==> src/rtl/instr_mem_loader.sv <==
`default_nettype none
// ============================================================================
// Module   : instr_mem_loader
// Function : Takes a byte-serial program stream over a valid/ready handshake,
//            packs the bytes little-endian into ISIZE-bit instruction words and
//            writes them to instruction memory at addresses 0, 1, 2, ...
//            The fetch stage is held off while a load is running.
// Revision : 1.0  initial release
// ============================================================================
module instr_mem_loader #(
  parameter int ISIZE = 32,
  parameter int MSIZE = 8
) (
  input  logic             clk,
  input  logic             rst,
  input  logic             start,
  input  logic [MSIZE:0]   word_count,
  input  logic             byte_valid,
  input  logic [7:0]       byte_data,
  output logic             byte_ready,
  output logic             mem_we,
  output logic [MSIZE-1:0] mem_addr,
  output logic [ISIZE-1:0] mem_wdata,
  output logic             fetch_hold,
  output logic             busy,
  output logic             done,
  output logic             error
);

  // Bytes per word is fixed by the word width.
  localparam int BPW = ISIZE / 8;
  // Byte counter needs at least one bit even for single-byte words.
  localparam int BCW = (BPW > 1) ? $clog2(BPW) : 1;

  localparam logic [BCW-1:0] LAST_BYTE = BCW'(BPW - 1);
  localparam logic [BCW-1:0] BYTE_ONE  = BCW'(1);
  localparam logic [MSIZE:0] WORD_ONE  = (MSIZE + 1)'(1);
  // Memory depth; word_count may equal this but not exceed it.
  localparam logic [MSIZE:0] DEPTH     = {1'b1, {MSIZE{1'b0}}};

  localparam logic [1:0] S_IDLE  = 2'd0;
  localparam logic [1:0] S_LOAD  = 2'd1;
  localparam logic [1:0] S_FLUSH = 2'd2;
  localparam logic [1:0] S_DONE  = 2'd3;

  logic [1:0]       state;
  logic [1:0]       state_nxt;
  logic [BCW-1:0]   byte_cnt;
  logic [MSIZE:0]   word_idx;
  logic [MSIZE:0]   word_total;
  logic [ISIZE-1:0] asm_buf;
  logic [ISIZE-1:0] word_full;
  logic             accept;
  logic             last_byte;
  logic             last_word;
  logic             start_take;
  logic             start_ok;

  assign accept     = byte_valid && byte_ready;
  assign last_byte  = (byte_cnt == LAST_BYTE);
  // word_idx is one bit wider than the address so a full-depth count compares cleanly.
  assign last_word  = ((word_idx + WORD_ONE) == word_total);
  assign start_take = start && ((state == S_IDLE) || (state == S_DONE));
  assign start_ok   = (word_count != '0) && (word_count <= DEPTH);

  // Merge the incoming byte into its lane of the partially assembled word.
  always_comb begin
    word_full = asm_buf;
    for (int k = 0; k < BPW; k++) begin
      if (byte_cnt == BCW'(k)) begin
        word_full[8*k +: 8] = byte_data;
      end
    end
  end

  // State register.
  always_ff @(posedge clk or posedge rst) begin
    if (rst) begin
      state <= S_IDLE;
    end else begin
      state <= state_nxt;
    end
  end

  // Next-state decode.
  always_comb begin
    state_nxt = state;
    case (state)
      S_IDLE, S_DONE: begin
        if (start && start_ok) begin
          state_nxt = S_LOAD;
        end
      end
      S_LOAD: begin
        if (accept && last_byte && last_word) begin
          state_nxt = S_FLUSH;
        end
      end
      S_FLUSH: state_nxt = S_DONE;
      default: state_nxt = S_IDLE;
    endcase
  end

  // State-decoded handshake and status outputs.
  always_comb begin
    byte_ready = 1'b0;
    busy       = 1'b0;
    fetch_hold = 1'b0;
    case (state)
      S_LOAD: begin
        byte_ready = 1'b1;
        busy       = 1'b1;
        fetch_hold = 1'b1;
      end
      S_FLUSH: begin
        busy       = 1'b1;
        fetch_hold = 1'b1;
      end
      default: begin
        byte_ready = 1'b0;
      end
    endcase
  end

  // Counters, byte assembly, memory write port and sticky flags.
  always_ff @(posedge clk or posedge rst) begin
    if (rst) begin
      byte_cnt   <= '0;
      word_idx   <= '0;
      word_total <= '0;
      asm_buf    <= '0;
      mem_we     <= 1'b0;
      mem_addr   <= '0;
      mem_wdata  <= '0;
      done       <= 1'b0;
      error      <= 1'b0;
    end else begin
      // The write strobe is a single-cycle pulse after each completed word.
      mem_we <= 1'b0;

      if (start_take) begin
        done <= 1'b0;
        if (start_ok) begin
          word_total <= word_count;
          byte_cnt   <= '0;
          word_idx   <= '0;
          error      <= 1'b0;
        end else begin
          error <= 1'b1;
        end
      end

      if (accept) begin
        if (last_byte) begin
          mem_we    <= 1'b1;
          mem_wdata <= word_full;
          mem_addr  <= word_idx[MSIZE-1:0];
          word_idx  <= word_idx + WORD_ONE;
          byte_cnt  <= '0;
        end else begin
          asm_buf  <= word_full;
          byte_cnt <= byte_cnt + BYTE_ONE;
        end
      end

      if (state == S_FLUSH) begin
        done <= 1'b1;
      end
    end
  end

endmodule
`default_nettype wire

==> config.mk <==
export PLATFORM = sky130hd
export DESIGN_NAME = instr_mem_loader
export DESIGN_NICKNAME = d
export VERILOG_FILES = /design/src/rtl/instr_mem_loader.sv
export SDC_FILE = /design/constraint.sdc
export NUM_CORES = 1
export LEC_CHECK = 0
export ABC_AREA = 1
export CORE_AREA = 4 4 97 90
export DETAILED_ROUTE_END_ITERATION = 8
export DIE_AREA = 0 0 101 94
export GPL_ROUTABILITY_DRIVEN = 0
export PLACE_DENSITY = 0.78
export SLEW_MARGIN = 25
export SYNTH_ARGS = -nofsm -noshare
export SYNTH_HDL_FRONTEND = slang
export SYNTH_SLANG_ARGS = --single-unit
==> constraint.sdc <==
create_clock -name clk -period 4.2 [get_ports clk]
set_input_delay 0.63 -clock clk [delete_from_list [all_inputs] [get_ports clk]]
set_output_delay 0.63 -clock clk [all_outputs]
set_load 0.03 [all_outputs]
# Yosys cells after proc, flatten, opt, wreduce, memory -nomap -nowiden
# Index checks and enable logic that the tools add are counted.
# totals
register_bits	97
input_bits	21
out_inout_bits	46
wordCells	65
# classes
n_addsub	2
magnitude_cmp	1
n_eq_ne	9
mux	22
bitwise_logic	1
reduce_logical	20
# op_table
op	count
$mux W9	4
$mux W8	4
$mux W2	6
$reduce_and A2 Y1	5
$add A9 B1 Y9 const B	1
$eq A9 B9 Y1	1
$le A9 B9 Y1 const B	1
$reduce_bool A9 Y1	1
$eq A2 B2 Y1 const B	4
$mux W1	7
$logic_and A1 B1 Y1	6
$pmux W2 S3	1
$reduce_bool A2 Y1	3
$eq A2 B1 Y1 const B	2
$logic_not A2 Y1	2
$ne A2 B2 Y1 const B	2
$reduce_or A2 Y1	2
$add A2 B1 Y2 const B	1
$logic_or A1 B1 Y1	1
$not A1 Y1	1

# Depth between registers and ports, before layout
# Gate-level depths: netlist of run 1.
# logic_depth
word_depth	7
depth_mapped	15
depth_no_buf	15

# Worst setup path after synthesis of run 1
# OpenSTA, ideal clock, no wires.
# synth_timing
kind	reg2reg
start	register state[1]
end	register state[0]
setup_ps	117
t_arrival_ps	1781
required_time_ps	4083
slack_ps	2302
stages_incl_launch_ff	14
n_path_buf	0
synth_period_minus_slack_ps	1898
cell_sequence	dfrtp_1 > inv_1 > ha_1 > nand2_1 > nor2_2 > nand3_1 > nor2_1 > nand2_1 > nor2_2 > nand2_1 > nand2_2 > nand2_2 > nand2_1 > nand2_1
# synth_between
elab_chain_len	7
elab_cells_between_ends	13
classes_between	5 x eq/ne; 2 x mux; 6 x reduce/logical
# synth_lines
item	line	source
start, declared	46	logic [1:0] state;
start signal, assigned	81	state <= state_nxt;
$eq A2 B1 Y1	109	case (state)
$mux W1	109	
net byte_ready	20	output logic byte_ready,
$logic_and A1 B1 Y1	59	assign accept = byte_valid && byte_ready;
$logic_and A1 B1 Y1 (2 in a row)	95	if (accept && last_byte && last_word) begin
$ne A2 B2 Y1 (no line)	--	
$reduce_and A2 Y1 (no line)	--	
# The timed path passes the listed nets, and every way through them passes these cells.
# A chain may end at the register's enable or synchronous reset.

# Final worst setup path of run 1
# layout_timing
start	register state[0]
end	output fetch_hold
# layout_between
elab_chain_len	3
elab_cells_between_ends	4
classes_between	2 x eq/ne; 1 x mux; 1 x reduce/logical
# layout_lines
item	line	source
$eq A2 B2 Y1 / $eq A2 B1 Y1 (equally long branches)	109	
$reduce_or A2 Y1 (no line) (*)	--	
$mux W1 (*)	109	
end, declared	24	output logic fetch_hold,
# Mark *: on every way between the ends. The rest lies on a longest branch, timed or not.

==> results of run 1 <==
## stage by stage
stage / power (W) / std cells / instance area (um^2)
3_3_place_gp: 0.002732 / 672 / 4886
4_1_cts: 0.003375 / 687 / 5077
5_1_grt: 0.003605 / 687 / 5077
3_5_place_dp: 0.002781 / 672 / 4886
6_report: 0.003344 / 687 / 5077
2_1_floorplan: 0.002271 / 525 / 4163
## per-layer routing
layer	vias to the layer above	GRT usage, %	routed length, um	part of all wire, %
met5	-	0	0	0
met2	82	33.22	4184	46
li1	1755	-	-	-
met4	0	6.091	155	1.7
met1	1627	30.18	4257	47
met3	16	4.232	551	6.0
## layout by cell type (no fill, tap or decap)
cell type | synthesis | final
clkinvlp_4 | 0 | 2
nor2_1 | 9 | 8
nand2_2 | 6 | 6
buf_4 | 3 | 5
nor2_2 | 3 | 4
nand3b_1 | 2 | 2
inv_6 | 0 | 2
nand3_1 | 27 | 27
o21ai_0 | 71 | 71
nand2_1 | 211 | 211
nor2_4 | 2 | 2
clkinv_2 | 0 | 2
inv_1 | 60 | 59
ha_1 | 8 | 8
inv_2 | 1 | 1
clkdlybuf4s50_1 | 0 | 66
nand4_1 | 6 | 6
clkbuf_8 | 0 | 9
xor2_1 | 2 | 2
xnor2_1 | 1 | 1
a21o_1 | 1 | 1
bufinv_16 | 0 | 1
o31ai_1 | 3 | 3
dfrtp_1 | 89 | 89
## Yosys cell counts
master / n / share of area (%)
inv_2: 1 / 0.090
xor2_1: 2 / 0.42
inv_1: 60 / 5.4
ha_1: 8 / 2.4
nand4_1: 6 / 0.90
nor2_2: 3 / 0.45
a21o_1: 1 / 0.18
nand2_2: 6 / 0.90
nand2_1: 211 / 19
xnor2_1: 1 / 0.21
buf_1: 3 / 0.27
buf_2: 4 / 0.48
nand3_1: 27 / 3.2
o31ai_1: 3 / 0.54
clkbuf_1: 13 / 1.2
buf_4: 3 / 0.54
o21ai_0: 71 / 8.5
nor2_4: 2 / 0.54
nand3b_1: 2 / 0.36
nor2_1: 9 / 0.81
dfrtp_1: 89 / 54
## power by group
| group | internal (W) | switching, W |
|---|---|---|
| Clock | 0.000275 | 0.000309 |
| Sequential | 0.00115 | 0.000161 |
| Combinational | 0.000549 | 0.000896 |
| Total | 0.00198 | 0.00137 |
## sequential cells by signal, summed over array words and instances (netlist names)
signal / count
mem_we: 1
word_total: 9
asm_buf: 24
byte_cnt: 2
done: 1
word_idx: 9
error: 1
mem_wdata: 32
mem_addr: 8
state: 2
## worst reg2reg max path, stage by stage, from the launching register on
cell,delay [ns]
dfrtp_1,0.41
inv_1,0.08
ha_1,0.22
nand2_1,0.13
nor2_2,0.36
inv_1,0.23
buf_4,0.34
nand3_1,0.17
o21ai_0,0.13
## cells by family after synthesis
family          Yosys count  share of synthesized area [%]
fa+ha+maj                 8                          2.405
xor+xnor                  3                         0.6313
flops                    89                          53.50
compound gates           75                          9.258
buf+inv                  84                          7.965
simple gates            266                          26.24
## final cells by class
type	count	share of cell area, %
clock buffers	9	2.440
clock inverters	6	1.331
inverters	61	4.534
multi-input cells	352	31.64
flip-flops and latches	89	43.86
well taps	99	2.440
repair buffers	71	13.75
## worst max-delay path by stage
| stage | end | slack (ns) |
|---|---|---|
| final | fetch_hold | 1.64 |
| after global routing | busy | 1.55 |
| after CTS | fetch_hold | 1.62 |
| after detailed placement | word_idx[5] | 1.55 |
| after global placement | word_idx[2] | 1.70 |
| after floorplan | asm_buf[0] | 1.26 |
==> summary.txt, run 1 <==
Area grow syn2layout = 21.97%
Pre-antenna DRT Iters = 4
Hold_buf cts = 0
Reg-to-reg slack, setup = 2.00 ns
Multi-input gate area = 1607 um^2
Hold Fails Final Rpt = 0
Clk sinks = 89
Wire length per cell = 13.32 um
Die height = 94 um
CP top delay family = buffers and inverters
Unique masters post-synth = 21
First-pass GRT wire length = 15970 um
Setup tns final = 0 ns
Hold Path Origin = mem_wdata[31]
Slowest CP cell = clkdlybuf4s50_1
Final critical-path share of the clock period = 60.89%
GRT overflow = 0
Final period demand of the worst path = 2.557 ns
PortBufs = 66
Max-slew headroom = 47.64%
CTS clk-pin slew, worst paths = 0.10 ns
RSZ-0062 raised after global routing = false
Max Cap Viol = 0
Crit. Startpoint = state[0]
Syn Nets = 554
Sequential cell area = 2227 um^2
Required @ worst endpoint = 3.57 ns
Fmax = 391.0 MHz
CP Depth = 4
Max FO, Critical Path = 4
Startpoint Class = flip-flop
Routed WL = 9148 um
Worst slack, placed = 1.552 ns
Endpoints failing setup = 0
Slew Limit Fails = 0
Share of layout cells above drive strength 1 = 5.782%
Synth Register Bits = 89
Initial antenna violation count = 0
Clk_skew = 0.01204 ns
Endpoint, Worst Hold = mem_wdata[31]
Fin Hold WS = 0.4777 ns
Hold Path Stages = 2
Setup Buffers After CTS = 0
Initial Util = 53.39%
DRT antenna net count = 0
CTS root buf = clkbuf_8
Worst Path Arrival = 1.93 ns
Fillers = 673
Leakage = 2.497 nW
Fin worst setup slack = 1.643 ns
Worst setup EP type = output pin
Register-to-Register Path Depth = 8
RR Endpoint = word_idx[0]
Worst skew pair latency = 0.36 ns
# resized after CTS = 0
CTS tree = yes
# nets final = 613
Status = finished clean
Core Area = 7796 um^2
Pin count of the biggest net entering global routing = 52
# diodes = 0
HPWL Detailed = 6539 um
Mean Syn Cell Area = 7.929 um^2
DRC Markers = 0
Ys Warns = 0
Chip Width = 101 um
Worst R2R Start = state[1]
Critical path type = reg2out
Cell Chain, Critical Path = inv_1 > ha_1 > inv_1 > clkdlybuf4s50_1
Gr usage total = 21.24%
I/O pin total = 67
Most used cell, CP = inv_1
Die area = 9494 um^2
Layout Utilization = 65.13%
Pwr dens = 658.5 nW/um^2
Worst path bufs/invs = 3
Seq/Total Area, Yosys = 53.50%
Std-Cell Rows = 31
Via count = 3480
Max VDD drop = 0.6649 mV
Htree depth = 3
Vias per inst = 5.066
Worst hold path type = reg2reg
Longest Clk Path Bufs = 2
Number of global-route vias before repair = 3386
Post-synthesis cell area = 4163 um^2
Mapped Cells = 525
CP max stage delay = 0.67 ns
Initial drt markers = 230
CTS Buf Count = 9
Least-Margin Pin Slew = 0.7835 ns
Note: power is estimated with default switching activity, not from simulation.
==> run 2: changes to the inputs <==
--- a/config.mk
+++ b/config.mk
@@ -6,11 +6,11 @@
 export NUM_CORES = 1
 export LEC_CHECK = 0
 export ABC_AREA = 1
-export CORE_AREA = 4 4 97 90
+export CORE_AREA = 4 4 99 92
 export DETAILED_ROUTE_END_ITERATION = 8
-export DIE_AREA = 0 0 101 94
+export DIE_AREA = 0 0 103 96
 export GPL_ROUTABILITY_DRIVEN = 0
-export PLACE_DENSITY = 0.78
+export PLACE_DENSITY = 0.75
 export SLEW_MARGIN = 25
 export SYNTH_ARGS = -nofsm -noshare
 export SYNTH_HDL_FRONTEND = slang
==> constraint.sdc (replaced) <==
create_clock -name clk -period 2.7 [get_ports clk]
set_input_delay 0.405 -clock clk [delete_from_list [all_inputs] [get_ports clk]]
set_output_delay 0.405 -clock clk [all_outputs]
set_load 0.03 [all_outputs]
==> summary.txt, run 2 (synthesis results as in run 1) <==
Status = finished clean
CTS clk-pin slew, worst paths = 0.09 ns
Clk sinks = 89
Reg-to-reg slack, setup = 0.70 ns
Die height = 96 um
Setup tns final = 0 ns
Htree depth = 3
Worst R2R Start = state[0]
Worst Path Arrival = 1.91 ns
HPWL Detailed = 6545 um
DRC Markers = 0
Endpoint, Worst Hold = mem_wdata[28]
Pre-antenna DRT Iters = 4
Worst slack, placed = 0.5454 ns
Initial antenna violation count = 0
Cell count after placement = 675
I/O pin total = 67
Hold Fails Final Rpt = 0
Max FO, Critical Path = 4
Worst hold path type = reg2reg
Fin Hold WS = 0.4798 ns
Core Area = 7990 um^2
Fillers = 706
Max VDD drop = 0.9034 mV
Least-Margin Pin Slew = 0.7094 ns
CTS tree = yes
Area grow syn2layout = 22.84%
First-pass GRT wire length = 15760 um
Hold Path Stages = 2
Startpoint Class = flip-flop
Fmax = 431.8 MHz
Leakage = 2.511 nW
Max-slew headroom = 52.60%
CTS root buf = clkbuf_8
Slowest CP cell = clkdlybuf4s50_1
Most frequent cells in the layout = nand2_1, dfrtp_1, o21ai_0, clkdlybuf4s50_1, inv_1
GRT overflow = 0
Final period demand of the worst path = 2.316 ns
PortBufs = 66
Critical path type = reg2out
Gr usage total = 20.30%
Layout Utilization = 64.00%
# resized after CTS = 0
Wire length per cell = 13.43 um
Crit. Startpoint = state[0]
Routed WL = 9282 um
Share of layout cells above drive strength 1 = 6.419%
Std-Cell Rows = 31
Initial drt markers = 127
# diodes = 0
Clk_skew = 0.008734 ns
Via count = 3473
Chip Width = 103 um
Worst path bufs/invs = 3
CTS Buf Count = 9
Setup Buffers After CTS = 0
Hold Path Origin = mem_wdata[28]
Vias per inst = 5.026
Worst skew pair latency = 0.36 ns
Final critical-path share of the clock period = 85.78%
Worst setup EP type = output pin
Pin count of the biggest net entering global routing = 50
Commonest non-fill, non-tap cell in the layout = nand2_1
# nets final = 616
Required @ worst endpoint = 2.30 ns
DRT antenna net count = 0
Biggest register = mem_wdata
CP top delay family = buffers and inverters
Endpoints failing setup = 0
Longest Clk Path Bufs = 2
Initial Util = 52.10%
Cell Chain, Critical Path = inv_1 > ha_1 > inv_1 > clkdlybuf4s50_1
Biggest regs = mem_wdata: 32 flops, asm_buf: 24 flops
Max reg flops = 32
Number of global-route vias before repair = 3376
Most used cell, CP = inv_1
RR Endpoint = word_idx[0]
RSZ-0062 raised after global routing = false
Slew Limit Fails = 0
Hold_buf cts = 0
Fin worst setup slack = 0.3840 ns
Layout Cells excl Fill = 691
Pwr dens = 1011 nW/um^2
Register-to-Register Path Depth = 7
CP max stage delay = 0.68 ns
Max Cap Viol = 0
Die area = 9888 um^2
## run 2: cell types whose count changed in the layout (fill, tap and decap cells not counted), sizes merged
cell / delta
buf: +3
clkbuf: +1
bufinv: -1
clkinvlp: +1
clkinv: +1
inv: -1
## run 2: layer usage
metal / part of all wire, % / global-route usage (%)
met1: 47 / 28.48
met4: 1.2 / 6.580
met3: 5.5 / 3.696
met5: 0 / 0
met2: 46 / 32.05
## run 2: how the worst max path moves through the flow
stage                              to  slack, ns  depth (start not counted)
after floorplan              state[0]       0.80                         13
final                      fetch_hold       0.38                          4
after global placement    word_idx[6]       0.60                          9
after detailed placement  word_idx[6]       0.55                          7
after global routing             busy       0.27                          4
after CTS                  fetch_hold       0.36                          4
## run 2: through the flow
step / total power [W] / area (um^2)
final: 0.005169 / 5114
after floorplan: 0.003534 / 4167
after detailed placement: 0.004337 / 4923
after CTS: 0.005220 / 5114
after global placement: 0.004267 / 4923
after global routing: 0.005570 / 5114
## run 2: worst min-delay path, cell delays in order (launching register included)
cell	delay (ns)
dfrtp_1	0.35
nand2_1	0.05
nand2_1	0.05
## run 2: final cells by class
type	count	area, um^2	area share (%)
sequential	89	2227	43.55
clock inverter	6	52.55	1.028
multi-input combinational	352	1607	31.42
tap	99	123.9	2.422
timing repair buffer	74	733.2	14.34
clock buffer	10	137.6	2.691
inverter	61	232.7	4.551
## run 2: report_power, final
part | switching [W] | total, W | internal (W)
Sequential | 0.000247 | 0.00204 | 0.00179
Clock | 0.000497 | 0.000868 | 0.000371
Combinational | 0.00140 | 0.00226 | 0.000862
==> run 3: changes to the inputs <==
--- a/config.mk
+++ b/config.mk
@@ -6,11 +6,12 @@
 export NUM_CORES = 1
 export LEC_CHECK = 0
 export ABC_AREA = 1
-export CORE_AREA = 4 4 99 92
+export CORE_AREA = 4 4 97 90
 export DETAILED_ROUTE_END_ITERATION = 8
-export DIE_AREA = 0 0 103 96
+export DIE_AREA = 0 0 101 94
+export DONT_BUFFER_PORTS = 1
 export GPL_ROUTABILITY_DRIVEN = 0
-export PLACE_DENSITY = 0.75
+export PLACE_DENSITY = 0.67
 export SLEW_MARGIN = 25
 export SYNTH_ARGS = -nofsm -noshare
 export SYNTH_HDL_FRONTEND = slang
==> summary.txt, run 3 (synthesis results as in run 1) <==
Status = finished clean
Global-route met3 utilization = 6.682%
Biggest register = mem_wdata
Std-Cell Rows = 31
Commonest non-fill, non-tap cell in the layout = nand2_1
Max VDD drop = 0.7592 mV
Wire length per cell = 14.31 um
I/O pin total = 67
RR Endpoint = word_idx[7]
Met1 usage = 29.36%
Max-slew headroom = 51.26%
Chip Width = 101 um
Pwr Total = 0.004828 W
Clock Power Share = 21.4%
PortBufs = 0
Clk_skew = 0.005450 ns
Least-Margin Pin Slew = 0.7293 ns
Reg-to-reg slack, setup = 0.63 ns
Comb power frac = 26.8%
Leakage = 2.284 nW
Crit. Startpoint = state[0]
Startpoint Class = flip-flop
Worst path bufs/invs = 3
Critical path type = reg2reg
Clk sinks = 89
Pre-antenna DRT Iters = 4
Slowest CP cell = nand2_1
Worst R2R Start = state[0]
First-pass GRT wire length = 14790 um
Worst skew pair latency = 0.37 ns
Max Cap Viol = 0
Worst hold path type = in2reg
Pwr dens = 1075 nW/um^2
Hold Path Stages = 2
Initial drt markers = 266
CTS clk-pin slew, worst paths = 0.09 ns
Register-to-Register Path Depth = 7
Longest Clk Path Bufs = 2
CTS tree = yes
Layout Utilization = 57.60%
Number of global-route vias before repair = 2961
CP max stage delay = 0.54 ns
Hold Fails Final Rpt = 0
CTS root buf = clkbuf_8
Initial Util = 53.39%
Setup tns final = 0 ns
Worst Path Arrival = 2.34 ns
Fmax = 484.1 MHz
Max FO, Critical Path = 26
# nets final = 550
Share of layout cells above drive strength 1 = 7.034%
Die area = 9494 um^2
Max reg flops = 32
Gr usage total = 19.88%
Core Area = 7796 um^2
Final critical-path share of the clock period = 76.50%
Pin count of the biggest net entering global routing = 72
GR Util met2 = 28.07%
Via count = 3250
Worst slack, placed = 0.6590 ns
CP Depth = 7
Die height = 94 um
Htree depth = 3
Most used cell, CP = inv_1
RSZ-0062 raised after global routing = false
HPWL Detailed = 6170 um
Slew Limit Fails = 0
Area grow syn2layout = 7.875%
Fin worst setup slack = 0.6345 ns
Switch share = 43.06%
Most used routing layer = met1
CTS Buf Count = 9
Worst setup EP type = flip-flop
Most frequent cells in the layout = nand2_1, dfrtp_1, o21ai_0, inv_1, nand3_1
Endpoints failing setup = 0
DRT antenna net count = 0
Final period demand of the worst path = 2.066 ns
Part of the power in registers = 51.8%
Internal = 0.002749 W
# diodes = 0
DRC Markers = 0
Routed WL = 8944 um
Vias per inst = 5.200
NetSw = 0.002079 W
Cell Chain, Critical Path = inv_1 > ha_1 > nand2_1 > inv_1 > nand2_1 > inv_1 > o31ai_1
Biggest regs = mem_wdata: 32 flops, asm_buf: 24 flops
Initial antenna violation count = 0
CP top delay family = simple AND/OR/NAND/NOR gates
GRT overflow = 0
Required @ worst endpoint = 2.97 ns
Worst Setup EP = word_idx[7]
==> run 3: cell count changes in the layout (fill, tap and decap cells not counted) <==
| cell | before | now |
|---|---|---|
| clkdlybuf4s50_1 | 66 | 0 |
| bufinv_16 | 0 | 2 |
| clkinv_4 | 3 | 1 |
| inv_6 | 0 | 2 |
| buf_4 | 7 | 6 |
| clkbuf_8 | 10 | 9 |
| dlygate4sd3_1 | 0 | 1 |
| inv_8 | 1 | 0 |
==> run 3: routing by layer <==
layer | vias up | part of all wire (%) | wire length [um]
li1 | 1621 | - | -
met1 | 1539 | 47 | 4229
met2 | 81 | 44 | 3971
met3 | 9 | 7.0 | 623
met4 | 0 | 1.3 | 120
met5 | - | 0 | 0
==> run 3: worst min-delay path by stage <==
stage	start	endpoint	slack [ns]
5_1_grt	byte_data[5]	mem_wdata[29]	0.13
3_5_place_dp	rst	mem_addr[4]	0.31
2_1_floorplan	state[1]	state[1]	0.47
3_3_place_gp	rst	mem_addr[5]	0.31
4_1_cts	byte_data[6]	mem_wdata[30]	0.14
6_report	byte_data[3]	mem_wdata[27]	0.15
==> run 3: cell type report <==
| class | count | area [um^2] |
|---|---|---|
| Clock buffer | 9 | 123.9 |
| Clock inverter | 7 | 101.3 |
| Fill cell | 700 | 3306 |
| Inverter | 61 | 232.7 |
| Multi-Input combinational cell | 352 | 1607 |
| Sequential cell | 89 | 2227 |
| Tap cell | 99 | 123.9 |
| Timing Repair Buffer | 8 | 75.07 |
==> run 3: per-stage QoR <==
| step | cell area [um^2] | instances | hold WS (ns) |
|---|---|---|---|
| 6_report | 4491 | 625 | 0.1496 |
| 5_1_grt | 4491 | 625 | 0.1331 |
| 4_1_cts | 4491 | 625 | 0.1366 |
| 3_5_place_dp | 4255 | 608 | 0.3079 |
| 3_3_place_gp | 4255 | 608 | 0.3082 |
| 2_1_floorplan | 4167 | 525 | 0.4656 |
==> run 3: repair_timing <==
action	CTS	global route
setup buffers	0	0
gates resized for setup	0	0
hold endpoints to repair	18	0
hold buffers	1	0
==> run 3: power groups by stage <==
stage                     Sequential, W  Clock [W]  Combinational [W]
after CTS                       0.00251    0.00106            0.00131
after global placement          0.00252          0            0.00124
after global routing            0.00256    0.00111            0.00151
after floorplan                 0.00243          0            0.00110
after detailed placement        0.00253          0            0.00129
final                           0.00250    0.00103            0.00129
==> RTL edit 1: new RTL, config.mk and constraints of run 2 <==
The parameter `ISIZE` goes from 32 to 16.
--- a/src/rtl/instr_mem_loader.sv
+++ b/src/rtl/instr_mem_loader.sv
@@ -9,5 +9,5 @@
 // ============================================================================
 module instr_mem_loader #(
-  parameter int ISIZE = 32,
+  parameter int ISIZE = 16,
   parameter int MSIZE = 8
 ) (
Interface: changed (resized mem_wdata); port bits go from 67 to 51. No check against the original RTL was run, so the function may have changed too.
==> RTL edit 1 against run 2 <==
- sequential share of layout area down 1.2 points
- critical path type unchanged
- total power down 35%
- synthesized area down 38%
- sequential cell count down 33
- cell area down 35%
- worst setup slack better by 0.022 ns
- routed wire length down 36%
- largest power group unchanged
- sequential power down 34%
- critical path depth unchanged
==> RTL edit 1: results (changes against run 2) <==
Status: finished clean (unchanged)
Drt first pass iters: 4 (unchanged)
Largest net degree at the start of global routing: 56 (was 50)
Vias per std cell: 4.66 (was 5.03)
Synth unique cells: 22 (was 21)
Placed instance area: 0.00321 sq mm (was 0.00492 sq mm)
Post-CTS Setup Bufs: 0 (unchanged)
Vias in the first global route: 2196 (was 3376)
First-pass GRT wire length: 10.1 mm (was 15.8 mm)
# fillers: 807 (was 706)
Routed wire length: 5.95 mm (was 9.28 mm)
WP data arrival: 1.89 ns (was 1.91 ns)
Number of I/O port buffers: 50 (was 66)
Syn. warnings: 0 (unchanged)
Share of layout cells above drive strength 1: 7.08% (was 6.42%)
Synthesized area per cell: 8.20 sq um (was 7.93 sq um)
Flop2flop setup slack: 0.63 ns (was 0.70 ns)
Crit Path Max Fanout: 4 (unchanged)
1st-iter DRT viols: 99 (was 127)
Synthesized Nets: 341 (was 554)
Slew at the pin closest to its max-slew limit: 0.671 ns (was 0.709 ns)
Final #Nets: 391 (was 616)
Total GRT Usage: 12.9% (was 20.3%)
Sequential fraction of the synthesis area: 54.1% (was 53.5%)
WHS: 0.262 ns (was 0.480 ns)
Largest registers: mem_wdata (16), word_idx (9), word_total (9) (was mem_wdata (32), asm_buf (24))
Post-synth EDFFs: 0 (unchanged)
R2r worst-path depth: 13 (was 7)
Post-Synth XOR/XNOR Area: 1.01% (was 0.631%)
Post-synth top cells: nand2_1, dfrtp_1, o21ai_0, inv_1, nand3_1 (unchanged)
FF-to-FF End: state[1]$_DFFE_PP0P_ (was word_idx[0]$_DFF_PP0_)
Fin Clk Skew: 0.00822 ns (was 0.00873 ns)
Reg-to-reg startpoint: state[1]$_DFFE_PP0P_ (was state[0]$_DFFE_PP0P_)
Top cells by area, synth: dfrtp_1, nand2_1, o21ai_0 (unchanged)
Synthesized-area fraction occupied by adder cells: 1.93% (was 2.40%)
Static Leakage: 0.00156 uW (was 0.00251 uW)
Clock transition at the registers of the reported paths: 0.09 ns (about the same)
Dpl cells: 458 (was 675)
Initial antenna violation count: 0 (unchanged)
Crit path capture: busy (was fetch_hold)
N_diodes: 0 (unchanged)
Clk_lat worst skew: 0.30 ns (was 0.36 ns)
Compound-Gate Fraction of Synth Area: 9.65% (was 9.26%)
VDD IR max: 0.000500 V (was 0.000903 V)
Root Driver: clkbuf_8 (unchanged)
Multiplexer share of the synthesized area: 0% (unchanged)
Cts bufs inserted: 5 (was 9)
Routed WL per cell: 12.8 um (was 13.4 um)
Hold Crit Class: in2async (was reg2reg)
Period utilisation layout: 85.0% (was 85.8%)
Dpl hpwl: 4.45 mm (was 6.55 mm)
H-tree lvl count: 2 (was 3)
Pre-CTS setup slack: 0.413 ns (was 0.545 ns)
RTL edit 1: final cells by class:
cell class | instances | area [sq um] | share of cell area (%)
multi-input combinational | 210 | 995 | 30.1
clock buffer | 7 | 86.3 | 2.61
inverter | 38 | 143 | 4.31
tap | 99 | 124 | 3.75
timing repair buffer | 55 | 551 | 16.6
clock inverter | 1 | 7.51 | 0.227
sequential | 56 | 1400 | 42.4
RTL edit 1: where the power goes:
group	leakage, uW	internal [uW]	switching (uW)
clock	0.0000445	209	263
sequential	0.000725	1140	200
combinational	0.000793	606	911
RTL edit 1: routing by layer:
layer	up-vias	wire, um	GRT usage (%)	share of wire (%)
li1	1100	-	-	-
met1	998	2560	15.9	43
met2	64	2770	21.2	47
met3	11	519	4.93	8.7
met4	0	99	3.56	1.7
met5	-	0	0	0
RTL edit 1: worst reg2reg max path: cells and delay by family, from the launching register on:
kind,cells,cell delay (ns)
simple gates,11,1.25
flops,1,0.41
fa+ha+maj,1,0.22
buf+inv,1,0.08
==> RTL edit 2: new RTL, config.mk and constraints of run 2 <==
Without the edit above. Make the reset (`rst`) synchronous in 2 clocked blocks.
--- a/src/rtl/instr_mem_loader.sv
+++ b/src/rtl/instr_mem_loader.sv
@@ -75,5 +75,5 @@
 
   // State register.
-  always_ff @(posedge clk or posedge rst) begin
+  always_ff @(posedge clk) begin
     if (rst) begin
       state <= S_IDLE;
@@ -124,5 +124,5 @@
 
   // Counters, byte assembly, memory write port and sticky flags.
-  always_ff @(posedge clk or posedge rst) begin
+  always_ff @(posedge clk) begin
     if (rst) begin
       byte_cnt   <= '0;
Behaviour: differs if rst is asserted again (counterexample within 4 cycles, from zero or initial values and one cycle with rst high); with rst held inactive, the same outputs for 10 cycles.
==> RTL edit 2 against run 2 <==
- synthesized area shrank 9.1%
- sequential cell count did not move
- routed wire length grew 4.0%
- cell area fell by 7.8%
- first-iteration DRC count up 35%
- worst setup slack lost 0.018 ns
- hold slack better by 0.0032 ns
Power is not compared: it rests on default switching activity, and its combinational part moved more than twofold at a synthesized area within 25%.
==> RTL edit 2: results (changes against run 2) <==
Post-synth top cells: dfxtp_1, o21ai_0, nand2_1, nand3_1, a21oi_1 (was nand2_1, dfrtp_1, o21ai_0, inv_1, nand3_1)
Placed instance area: 0.00449 sq mm (was 0.00492 sq mm)
Met2 wire len: 4.54 mm (was 4.26 mm)
Compound-Gate Fraction of Synth Area: 22.0% (was 9.26%)
Post-Synth XOR/XNOR Area: 0.463% (was 0.631%)
Cells after Synth: 486 (was 525)
Dpl hpwl: 6.79 mm (was 6.55 mm)
Dpl cells: 625 (was 675)
Status: finished clean (unchanged)
Core Util, Final: 59.0% (was 64.0%)
Total GRT Usage: 20.2% (was 20.3%)
Slew HR: 58.4% (was 52.6%)
Met2 GRT Util: 32.4% (was 32.1%)
Synth unique cells: 24 (was 21)
Ys async rst share: 0% (was 100%)
First-pass GRT wire length: 15.7 mm (was 15.8 mm)
Primary FF master, synth: dfxtp_1 (was dfrtp_1)
Synthesized Nets: 515 (was 554)
Share of layout cells above drive strength 1: 7.93% (was 6.42%)
WP data arrival: 1.93 ns (was 1.91 ns)
Met3 GRT Util: 6.01% (was 3.70%)
Synthesized-area fraction occupied by adder cells: 2.64% (was 2.40%)
Final #Nets: 566 (was 616)
Post-CTS Resized: 0 (unchanged)
Vias: 3526 (was 3473)
1st-iter DRT viols: 172 (was 127)
Top cells by area, synth: dfxtp_1, o21ai_0, nand3_1 (was dfrtp_1, nand2_1, o21ai_0)
Fin Clk Skew: 0.00882 ns (was 0.00873 ns)
Hold Crit Class: reg2reg (unchanged)
Routed WL per cell: 15.1 um (was 13.4 um)
Met1 WL: 4.36 mm (was 4.39 mm)
Grt met1 use: 26.8% (was 28.5%)
Pre-CTS setup slack: 0.329 ns (was 0.545 ns)
Sequential fraction of the synthesis area: 47.1% (was 53.5%)
RTL edit 2: power groups by stage:
stage / sequential [uW] / combinational [uW] / clock [uW]
floorplan: 1550 / 510 / 0
global placement: 1540 / 704 / 0
detailed placement: 1550 / 727 / 0
CTS: 1520 / 731 / 1050
global route: 1540 / 829 / 1100
finish: 1520 / 733 / 1030
RTL edit 2: layout make-up:
type / count / area, sq um
multi-input cells: 321 / 1710
fillers: 731 / 3270
clock inverters: 5 / 77.6
clock buffers: 11 / 151
repair buffers: 73 / 713
inverters: 43 / 161
well taps: 99 / 124
flip-flops and latches: 89 / 1780
RTL edit 2: path summary, 6_finish.rpt:
check                                   from                         end  slack [ns]
setup reg to reg       state[0]$_SDFFE_PP0P_      word_idx[8]$_SDFF_PP0_        0.64
hold reg to reg   word_total[7]$_SDFFE_PP0P_  word_total[7]$_SDFFE_PP0P_        0.48
hold / removal    word_total[7]$_SDFFE_PP0P_  word_total[7]$_SDFFE_PP0P_        0.48
setup / recovery       state[0]$_SDFFE_PP0P_                        busy        0.37
